## src/rtl/outport_uart_tx_pkg.sv

```systemverilog
// rtl/outport_uart_tx_pkg.sv - shared types and framing constants for the output-port UART
package outport_uart_tx_pkg;

  typedef enum logic [1:0] {
    IDLE  = 2'd0,
    START = 2'd1,
    DATA  = 2'd2,
    STOP  = 2'd3
  } tx_state_t;

  localparam int BITS_PER_BYTE  = 8;
  localparam int BYTES_PER_WORD = 4;
  localparam int FRAME_BITS     = 10;

endpackage

```

## src/rtl/outport_uart_tx_word_fifo.sv

```systemverilog
// rtl/outport_uart_tx_word_fifo.sv - word FIFO with registered full/empty flags
module word_fifo #(
  parameter int WIDTH = 32,
  parameter int DEPTH = 4
) (
  input  logic             clk,
  input  logic             reset,
  input  logic             push,
  input  logic             pop,
  input  logic [WIDTH-1:0] din,
  output logic [WIDTH-1:0] dout,
  output logic             full,
  output logic             empty
);

  localparam int AW = $clog2(DEPTH);
  localparam int CW = AW + 1;

  logic [WIDTH-1:0] mem_q [DEPTH];
  logic [WIDTH-1:0] mem_d [DEPTH];
  logic [AW-1:0]    wr_ptr_q, wr_ptr_d;
  logic [AW-1:0]    rd_ptr_q, rd_ptr_d;
  logic [CW-1:0]    count_q, count_d;
  logic             full_q, full_d;
  logic             empty_q, empty_d;
  logic             do_push, do_pop;

  // A push into a full FIFO is still taken when the same edge pops a slot free.
  assign do_pop  = pop && !empty_q;
  assign do_push = push && (!full_q || do_pop);

  always_comb begin
    mem_d    = mem_q;
    wr_ptr_d = wr_ptr_q;
    rd_ptr_d = rd_ptr_q;
    count_d  = count_q;
    if (do_push) begin
      mem_d[wr_ptr_q] = din;
      wr_ptr_d        = wr_ptr_q + 1'b1;
    end
    if (do_pop) begin
      rd_ptr_d = rd_ptr_q + 1'b1;
    end
    case ({do_push, do_pop})
      2'b10:   count_d = count_q + 1'b1;
      2'b01:   count_d = count_q - 1'b1;
      default: count_d = count_q;
    endcase
    full_d  = (count_d == CW'(DEPTH));
    empty_d = (count_d == '0);
  end

  always_ff @(posedge clk or posedge reset) begin
    if (reset) begin
      for (int i = 0; i < DEPTH; i++) mem_q[i] <= '0;
      wr_ptr_q <= '0;
      rd_ptr_q <= '0;
      count_q  <= '0;
      full_q   <= 1'b0;
      empty_q  <= 1'b1;
    end else begin
      mem_q    <= mem_d;
      wr_ptr_q <= wr_ptr_d;
      rd_ptr_q <= rd_ptr_d;
      count_q  <= count_d;
      full_q   <= full_d;
      empty_q  <= empty_d;
    end
  end

  assign dout  = mem_q[rd_ptr_q];
  assign full  = full_q;
  assign empty = empty_q;

endmodule

```

## src/rtl/outport_uart_tx.sv

```systemverilog
// rtl/outport_uart_tx.sv - output-port word FIFO feeding an 8N1 serial transmitter
module outport_uart_tx
  import outport_uart_tx_pkg::*;
#(
  parameter int CLKS_PER_BIT = 16,
  parameter int FIFO_DEPTH   = 4
) (
  input  logic        clk,
  input  logic        reset,
  input  logic        wr_en,
  input  logic [31:0] wr_data,
  output logic        tx,
  output logic        busy,
  output logic        full,
  output logic        overflow
);

  localparam logic [15:0] CNT_MAX   = 16'(CLKS_PER_BIT - 1);
  localparam logic [2:0]  LAST_BIT  = 3'(BITS_PER_BYTE - 1);
  localparam logic [1:0]  LAST_BYTE = 2'(BYTES_PER_WORD - 1);

  tx_state_t   state_q, state_d;
  logic [15:0] bit_cnt_q, bit_cnt_d;
  logic [2:0]  bit_idx_q, bit_idx_d;
  logic [1:0]  byte_idx_q, byte_idx_d;
  logic [31:0] shift_q, shift_d;
  logic        tx_q, tx_d;
  logic        busy_q, busy_d;
  logic        overflow_q, overflow_d;

  logic        fifo_pop;
  logic        fifo_full;
  logic        fifo_empty;
  logic [31:0] fifo_dout;
  logic        bit_end;
  logic [7:0]  cur_byte;
  logic [2:0]  next_bit;

  word_fifo #(
    .WIDTH (32),
    .DEPTH (FIFO_DEPTH)
  ) u_fifo (
    .clk   (clk),
    .reset (reset),
    .push  (wr_en),
    .pop   (fifo_pop),
    .din   (wr_data),
    .dout  (fifo_dout),
    .full  (fifo_full),
    .empty (fifo_empty)
  );

  assign bit_end  = (bit_cnt_q == CNT_MAX);
  assign cur_byte = shift_q[7:0];
  assign next_bit = bit_idx_q + 3'd1;

  // tx_d always holds the level for the cycle after the edge, so the line is a pure flop.
  always_comb begin
    state_d    = state_q;
    bit_cnt_d  = bit_cnt_q;
    bit_idx_d  = bit_idx_q;
    byte_idx_d = byte_idx_q;
    shift_d    = shift_q;
    tx_d       = tx_q;
    fifo_pop   = 1'b0;
    case (state_q)
      IDLE: begin
        tx_d = 1'b1;
        if (!fifo_empty) begin
          fifo_pop   = 1'b1;
          shift_d    = fifo_dout;
          byte_idx_d = 2'd0;
          bit_cnt_d  = 16'd0;
          tx_d       = 1'b0;
          state_d    = START;
        end
      end
      START: begin
        if (bit_end) begin
          bit_cnt_d = 16'd0;
          bit_idx_d = 3'd0;
          tx_d      = cur_byte[0];
          state_d   = DATA;
        end else begin
          bit_cnt_d = bit_cnt_q + 16'd1;
        end
      end
      DATA: begin
        if (bit_end) begin
          bit_cnt_d = 16'd0;
          if (bit_idx_q == LAST_BIT) begin
            tx_d    = 1'b1;
            state_d = STOP;
          end else begin
            bit_idx_d = next_bit;
            tx_d      = cur_byte[next_bit];
          end
        end else begin
          bit_cnt_d = bit_cnt_q + 16'd1;
        end
      end
      STOP: begin
        if (bit_end) begin
          bit_cnt_d = 16'd0;
          if (byte_idx_q == LAST_BYTE) begin
            tx_d    = 1'b1;
            state_d = IDLE;
          end else begin
            byte_idx_d = byte_idx_q + 2'd1;
            shift_d    = {8'h00, shift_q[31:8]};
            tx_d       = 1'b0;
            state_d    = START;
          end
        end else begin
          bit_cnt_d = bit_cnt_q + 16'd1;
        end
      end
      default: begin
        tx_d    = 1'b1;
        state_d = IDLE;
      end
    endcase
    busy_d     = (state_d != IDLE);
    overflow_d = overflow_q | (wr_en & fifo_full & ~fifo_pop);
  end

  always_ff @(posedge clk or posedge reset) begin
    if (reset) begin
      state_q    <= IDLE;
      bit_cnt_q  <= 16'd0;
      bit_idx_q  <= 3'd0;
      byte_idx_q <= 2'd0;
      shift_q    <= 32'd0;
      tx_q       <= 1'b1;
      busy_q     <= 1'b0;
      overflow_q <= 1'b0;
    end else begin
      state_q    <= state_d;
      bit_cnt_q  <= bit_cnt_d;
      bit_idx_q  <= bit_idx_d;
      byte_idx_q <= byte_idx_d;
      shift_q    <= shift_d;
      tx_q       <= tx_d;
      busy_q     <= busy_d;
      overflow_q <= overflow_d;
    end
  end

  assign tx       = tx_q;
  assign busy     = busy_q;
  assign full     = fifo_full;
  assign overflow = overflow_q;

endmodule
```

## config.mk

```make
export PLATFORM = sky130hd
export DESIGN_NAME = outport_uart_tx
export DESIGN_NICKNAME = d
export VERILOG_FILES = /design/src/rtl/outport_uart_tx_pkg.sv /design/src/rtl/outport_uart_tx_word_fifo.sv /design/src/rtl/outport_uart_tx.sv
export SDC_FILE = /design/constraint.sdc
export NUM_CORES = 1
export LEC_CHECK = 0
export CORE_UTILIZATION = 42
export DETAILED_ROUTE_END_ITERATION = 12
export PLACE_DENSITY_LB_ADDON = 0.05
export REMOVE_ABC_BUFFERS = 1
export SLEW_MARGIN = 20
export SYNTH_ARGS = -nofsm -noshare
export SYNTH_HDL_FRONTEND = slang
export SYNTH_HIERARCHICAL = 1
export SYNTH_SLANG_ARGS = --single-unit
```

## constraint.sdc

```tcl
create_clock -name clk -period 4.4 [get_ports clk]
set_input_delay 0.44 -clock clk [delete_from_list [all_inputs] [get_ports clk]]
set_output_delay 0.44 -clock clk [all_outputs]
set_load 0.1 [all_outputs]
```

==> results of run 1 <==
[kinds of logic (layout without fill, tap and decap cells)]
family                     after synthesis  count (layout)  synth area share (%)
DFF                                    195             195                  53.6
buffers and inverters                   50              97                  3.62
muxes                                  214             214                  30.6
AOI/OAI and AO/OA                       66              66                  5.85
adders and majority gates               10              10                  1.46
xor gates and xnor gates                 7               7                 0.673
and+or+nand+nor                         76              76                  4.17
[cells in the mapped netlist (all sizes together), types with 3 or more instances]
library cell    n
a21oi           9
a22o           11
a31oi           8
a41oi           3
and3            5
buf            27
clkbuf          9
dfrtp         193
ha              9
inv            14
mux2          180
mux4           34
nand2          30
nand3           8
nor2           12
nor3            6
o211ai          5
o21ai           7
o2bb2ai         3
or4             4
xnor2           6
[sequential cells by signal, summed over array words and instances (netlist names)]
name             count
bit_cnt_q           16
bit_idx_q            3
busy                 1
byte_idx_q           2
overflow             1
shift_q             32
state_q              2
tx                   1
u_fifo/count_q       3
u_fifo/empty         1
u_fifo/full          1
u_fifo/mem_q       128
u_fifo/rd_ptr_q      2
u_fifo/wr_ptr_q      2
[layout make-up]
type / count / share of cell area [%]
multi-input cells: 373 / 38.0
inverters: 14 / 0.536
repair buffers: 51 / 4.90
clock inverters: 15 / 1.48
clock buffers: 17 / 4.15
well taps: 275 / 3.35
flip-flops and latches: 195 / 47.6
[worst max-delay path by stage]
stage          startpoint           endpoint  slack, ns
3_3_place_gp   state_q[0]        u_fifo/full       1.46
2_1_floorplan       reset  u_fifo/count_q[0]       0.29
3_5_place_dp   state_q[0]       u_fifo/empty       1.43
5_1_grt        state_q[0]       u_fifo/empty       1.10
6_report       state_q[0]       u_fifo/empty       1.43
4_1_cts        state_q[0]       u_fifo/empty       1.40
[worst register-to-register path: stages (launching register included)]
cell and delay [ns]:
dfrtp_1 0.51, or2_2 0.36, nor2_1 0.14, nand2b_1 0.34, a21boi_1 0.40, inv_1 0.08
ha_1 0.22, inv_1 0.08, fa_1 0.43, nand2_1 0.07, nor2_1 0.05, o211a_1 0.22
[power groups by stage]
| stage | sequential, uW | clock (uW) | combinational (uW) |
|---|---|---|---|
| global placement | 2740 | 0 | 1510 |
| CTS | 2750 | 1570 | 1560 |
| finish | 2750 | 1520 | 1520 |
| global route | 2840 | 1640 | 1680 |
| detailed placement | 2790 | 0 | 1550 |
| floorplan | 2730 | 0 | 1140 |
[per-layer routing]
layer  vias up  wire length [um]  share of wire (%)  track usage (%)
met4         0               170               0.92             4.64
li1       2368                 -                  -                -
met1      2706              8790                 48             25.0
met3        12               476                2.6             3.79
met2        52              9030                 49             30.1
met5         -                 0                  0                0
[stage by stage]
step / cell area (um^2) / hold WS, ns / utilization [%] / instances / power, uW
after floorplan: 8830 / 0.450 / - / 582 / 3870
after global placement: 9690 / 0.462 / 45.8 / 908 / 4250
after CTS: 10300 / 0.473 / 48.5 / 940 / 5880
final: 10300 / 0.453 / 48.5 / 940 / 5790
after global routing: 10300 / 0.486 / 48.5 / 940 / 6160
after detailed placement: 9690 / 0.469 / 45.8 / 908 / 4340
==> out/results.tsv, run 1 <==
stage	metric	value	unit
run_status	status	complete, no violations	
finish	commonest non-fill, non-tap cells in the layout	dfrtp_1, mux2_1, mux2_2, clkdlybuf4s50_1, mux4_2	
synth	top cell type's share of synthesized area	53.0	%
synth	EDFF count, synth	0	
synth	Cell Area, Synth	9110	um^2
setup_path	crit-path cells	or2_2 -> nor2_1 -> nand2b_1 -> a21boi_1 -> inv_1 -> ha_1 -> inv_1 -> fa_1 -> nand2_1 -> nor2_1 -> o211a_1	
floorplanning	area of the die	22300	um^2
setup_path	Critical Path Fanout Max	13	
global_route	vias in the first global route	5548	
sta	Tmin final	2.97	ns
min_path	Hold WC Path Type	in -> async	
clock_network	CTS tree	built	
setup_path	Worst Setup Start Kind	flip-flop	
power	switching power	1670	uW
sta	Slew Limit Fails	0	
clock_network	Clock Sinks	195	
setup_path	Crit path max-delay family	simple AND/OR/NAND/NOR gates	
floorplanning	FP Rows	53	
route	1st-iter DRT viols	177	
sta	Tightest Pin Transition	1.05	ns
setup_path	Worst Reg-to-Reg Cells	11	
synth	#FFs+latches synth	195	
finish	commonest non-fill, non-tap cell in the layout	dfrtp_1	
route	wire per inst	19.7	um
setup_path	CP Depth	11	
finish	Multi-input gate area	3900	um^2
placement	Buffers on Ports	38	
setup_path	CP Buf/Inv Count	2	
floorplanning	Initial Util	43.1	%
power	Comb pwr share	26.3	%
setup_path	Slowest-stage cell, CP	dfrtp_1	
route	# DRC	0	
global_route	largest net degree at the start of global routing	75	
setup_path	CP peak stage delay	0.51	ns
route	vias per cell	5.47	
clock_network	H-Tree Depth	4	
sta	Final Hold Viols	0	
clock_network	CTS Buf Count	17	
global_route	initial antenna violation count	0	
route	1st-pass router iterations	4	
sta	RSZ-0062 raised after global routing	false	
placement	RePlAce Congestion	0.815	
sta	FMAX	337	MHz
global_route	GR Overflow Total	0	
finish	layout cells sized above 1	20.0	%
synth	sequential fraction of the synthesis area	53.6	%
clock_network	clock-pin slew on the worst setup and hold paths	0.08	ns
power	sequential power share	47.5	%
synth	post-synth cell types	55	
clock_network	post-CTS sizing	0	
sta	post-route setup TNS	0	ns
finish	area grow syn2layout	12.6	%
floorplanning	Chip Width	149	um
clock_network	Setup Fix Bufs, Post-CTS	0	
clock_network	Root Buffer	clkbuf_16	
sta	Final WS setup	1.43	ns
setup_path	R2R Path End	u_fifo/empty	
setup_path	start of the worst register-to-register path	state_q[0]	
synth	ys async rst share	100	%
setup_path	critical path endpoint category	flip-flop	
power	Pwr Density	564	nW/um^2
clock_network	Skew-Pair Late Insertion Delay	0.43	ns
clock_network	clock buffer depth	2	
setup_path	R2R setup slack	1.43	ns
floorplanning	number of top-level pins	39	
synth	dominant cells by area after synthesis	dfrtp_1, mux2_1, mux4_2	
placement	DP Worst Slack	1.43	ns
synth	Post-Syn Area per Cell	14.7	um^2
route	Routed Antenna Nets	0	
power	internal power	4120	uW
finish	register area	4880	um^2
job	maxcap violations	0	
finish	Filler Cells Inserted	1823	
power	worst vdd rail ir drop	249	uV
synth	yosys warns	6	
setup_path	worst endpoint required time	4.76	ns
power	Leakage	0.00441	uW
setup_path	Arr. time, crit path	3.33	ns
placement	HPWL reported at the end of detailed placement	11700	um
power	Switching Fraction	28.9	%
clock_network	CTS Hold Bufs	0	
route	routed via count	5138	
floorplanning	Core ar.	21200	um^2
global_route	All-Layer GR Usage	18.4	%
power	clock network fraction of total power	26.2	%
synth	prevailing post-synth register cell	dfrtp_1	
floorplanning	Die Y	149	um
route	Post-Route WL	18500	um
sta	Slew HR	30.0	%
global_route	global-route wire length before repair	30700	um
sta	Final period util	67.5	%
sta	final setup violation count	0	
sta	Clock Skews	0.0125	ns
synth	Syn Inst Count	618	
finish	antenna cells	0	
synth	area leader, netlist	dfrtp_1	
setup_path	CP Class	reg -> reg	
finish	fin nets	697	
(Power assumes the default switching activity.)
==> run 2: changes to the inputs <==
==> constraint.sdc (replaced) <==
create_clock -name clk -period 2.5 [get_ports clk]
set_input_delay 0.25 -clock clk [delete_from_list [all_inputs] [get_ports clk]]
set_output_delay 0.25 -clock clk [all_outputs]
set_load 0.1 [all_outputs]
==> out/results.tsv, run 2 (same netlist as run 1, synthesis figures left out) <==
stage	metric	value	unit	change
job	maxcap violations	0		unchanged
sta	final setup violation count	0		unchanged
setup_path	Critical Path Fanout Max	4		was 13
finish	fin nets	715		was 697
finish	commonest non-fill, non-tap cells in the layout	dfrtp_1, mux2_1, mux2_2, mux4_2, clkdlybuf4s50_1		was dfrtp_1, mux2_1, mux2_2, clkdlybuf4s50_1, mux4_2
setup_path	critical path endpoint category	flip-flop		unchanged
setup_path	Worst Setup Start Kind	flip-flop		unchanged
clock_network	Clock Sinks	195		unchanged
floorplanning	Initial Util	43.1	%	unchanged
sta	Tightest Pin Transition	0.582	ns	was 1.05 ns
placement	Inst Count DP	925		was 908
sta	Clock Skews	0.00903	ns	was 0.0125 ns
setup_path	start of the worst register-to-register path	state_q[1]		was state_q[0]
clock_network	clock-pin slew on the worst setup and hold paths	0.07	ns	was 0.08 ns
route	routed via count	5217		was 5138
route	# DRC	0		unchanged
setup_path	Arr. time, crit path	2.77	ns	was 3.33 ns
clock_network	CTS Hold Bufs	0		unchanged
floorplanning	number of top-level pins	39		unchanged
finish	max reg flops	128		unchanged
power	clock network fraction of total power	24.8	%	was 26.2%
route	1st-pass router iterations	4		unchanged
global_route	vias in the first global route	5643		was 5548
finish	Top Registers	u_fifo/mem_q (128), shift_q (32), bit_cnt_q (16)		unchanged
placement	Buffers on Ports	38		unchanged
setup_path	R2R Path End	u_fifo/empty		unchanged
floorplanning	FP Rows	53		unchanged
route	wire per inst	19.9	um	was 19.7 um
clock_network	H-Tree Depth	4		unchanged
finish	Finished Layout Cells	958		was 940
global_route	global-route wire length before repair	31600	um	was 30700 um
global_route	initial antenna violation count	0		unchanged
sta	Final Hold Viols	0		unchanged
clock_network	CTS Buf Count	17		unchanged
route	Routed Antenna Nets	0		unchanged
power	Leakage	0.00451	uW	was 0.00441 uW
sta	Final period util	96.5	%	was 67.5%
clock_network	CTS tree	built		unchanged
sta	Slew HR	60.9	%	was 30.0%
floorplanning	Chip Width	149	um	unchanged
finish	layout cells sized above 1	23.3	%	was 20.0%
global_route	All-Layer GR Usage	19.0	%	was 18.4%
power	Power Total	10100	uW	was 5790 uW
power	sequential power share	47.4	%	was 47.5%
power	worst vdd rail ir drop	468	uV	was 249 uV
route	Post-Route WL	19000	um	was 18500 um
sta	Tmin final	2.41	ns	was 2.97 ns
route	vias per cell	5.45		was 5.47
clock_network	Root Buffer	clkbuf_16		unchanged
finish	commonest non-fill, non-tap cell in the layout	dfrtp_1		unchanged
global_route	largest net degree at the start of global routing	59		was 75
sta	FMAX	414	MHz	was 337 MHz
setup_path	R2R setup slack	0.09	ns	was 1.43 ns
finish	area grow syn2layout	14.5	%	was 12.6%
min_path	Hold WC Path Type	in -> async		unchanged
power	Comb pwr share	27.8	%	was 26.3%
power	Switching Fraction	29.0	%	was 28.9%
finish	Filler Cells Inserted	1817		was 1823
sta	Slew Limit Fails	0		unchanged
setup_path	CP Class	reg -> reg		unchanged
placement	HPWL reported at the end of detailed placement	12000	um	was 11700 um
power	internal power	7200	uW	was 4120 uW
clock_network	Skew-Pair Late Insertion Delay	0.43	ns	about the same
setup_path	Worst Reg-to-Reg Cells	10		was 11
run_status	status	complete, no violations		unchanged
route	1st-iter DRT viols	160		was 177
placement	RePlAce Congestion	0.792		was 0.815
clock_network	clock buffer depth	2		unchanged
setup_path	worst endpoint required time	2.86	ns	was 4.76 ns
finish	Most flops, register	u_fifo/mem_q		unchanged
global_route	GR Overflow Total	0		unchanged
floorplanning	Core ar.	21200	um^2	unchanged
floorplanning	area of the die	22300	um^2	unchanged
power	switching power	2940	uW	was 1670 uW
power	Pwr Density	972	nW/um^2	was 564 nW/um^2
floorplanning	Die Y	149	um	unchanged
finish	antenna cells	0		unchanged
sta	RSZ-0062 raised after global routing	true		was false
-- run 2: cell types whose count changed in the layout (fill, tap and decap cells not counted), moves of 2 or more --
cell             change
buf_12               +6
buf_4               +16
clkdlybuf4s50_1      -4
clkinv_2             +3
clkinv_4             +3
clkinvlp_4           -2
inv_6                -4
-- run 2: repair_timing --
item,CTS,global route
buffers inserted,0,1
gates resized for setup,0,6
endpoints found under the hold margin,0,0
setup endpoints to repair,0,3
-- run 2: final cells by class --
class | instances | area (um^2) | share of cell area (%)
inverter | 14 | 55.1 | 0.527
tap | 275 | 344 | 3.30
clock buffer | 18 | 429 | 4.11
multi-input combinational | 373 | 3920 | 37.5
sequential | 195 | 4880 | 46.8
clock inverter | 14 | 108 | 1.03
timing repair buffer | 69 | 703 | 6.74
-- run 2: how the worst max path moves through the flow --
stage | from | to | slack (ns) | cells after the start
6_report | state_q[1] | u_fifo/empty | 0.09 | 10
5_1_grt | state_q[1] | u_fifo/full | -0.03 | 11
4_1_cts | state_q[1] | u_fifo/empty | 0.03 | 10
3_5_place_dp | state_q[1] | u_fifo/empty | 0.04 | 10
3_3_place_gp | state_q[1] | u_fifo/empty | 0.1 | 10
2_1_floorplan | reset | u_fifo/count_q[0] | -1.42 | 1
-- run 2: worst max-delay path, cell delays in order, from the launching register on --
cell and delay (ns):
dfrtp_1 0.37, or2_2 0.33, nor2_2 0.11, nand2b_1 0.14, inv_2 0.09, ha_2 0.19
inv_1 0.07, fa_2 0.37, xor2_2 0.20, or3_1 0.33, o211a_1 0.13
-- run 2: power groups by stage --
stage / registers [uW] / logic (uW) / clock network, uW
after floorplan: 4800 / 2010 / 0
after global placement: 4790 / 2760 / 0
after detailed placement: 4880 / 2860 / 0
after CTS: 4810 / 2870 / 2610
after global routing: 4970 / 3090 / 2760
final: 4810 / 2820 / 2520
-- run 2: metal layers --
metal / part of all wire (%) / track usage, %
met1: 48 / 25.1
met5: 0 / 0
met4: 1.0 / 4.69
met2: 49 / 32.1
met3: 2.4 / 3.70
-- run 2: per-stage QoR --
step	util, %	setup WS [ns]	setup TNS [ns]	hold slack [ns]	cell area, um^2
floorplan	-	-1.42	-257.78	0.385	8830
global placement	46.7	0.0958	0	0.462	9880
detailed placement	46.7	0.0396	0	0.469	9880
CTS	49.2	0.0331	0	0.260	10400
global route	49.3	-0.0262	-0.0331	0.290	10400
finish	49.3	0.0871	0	0.248	10400
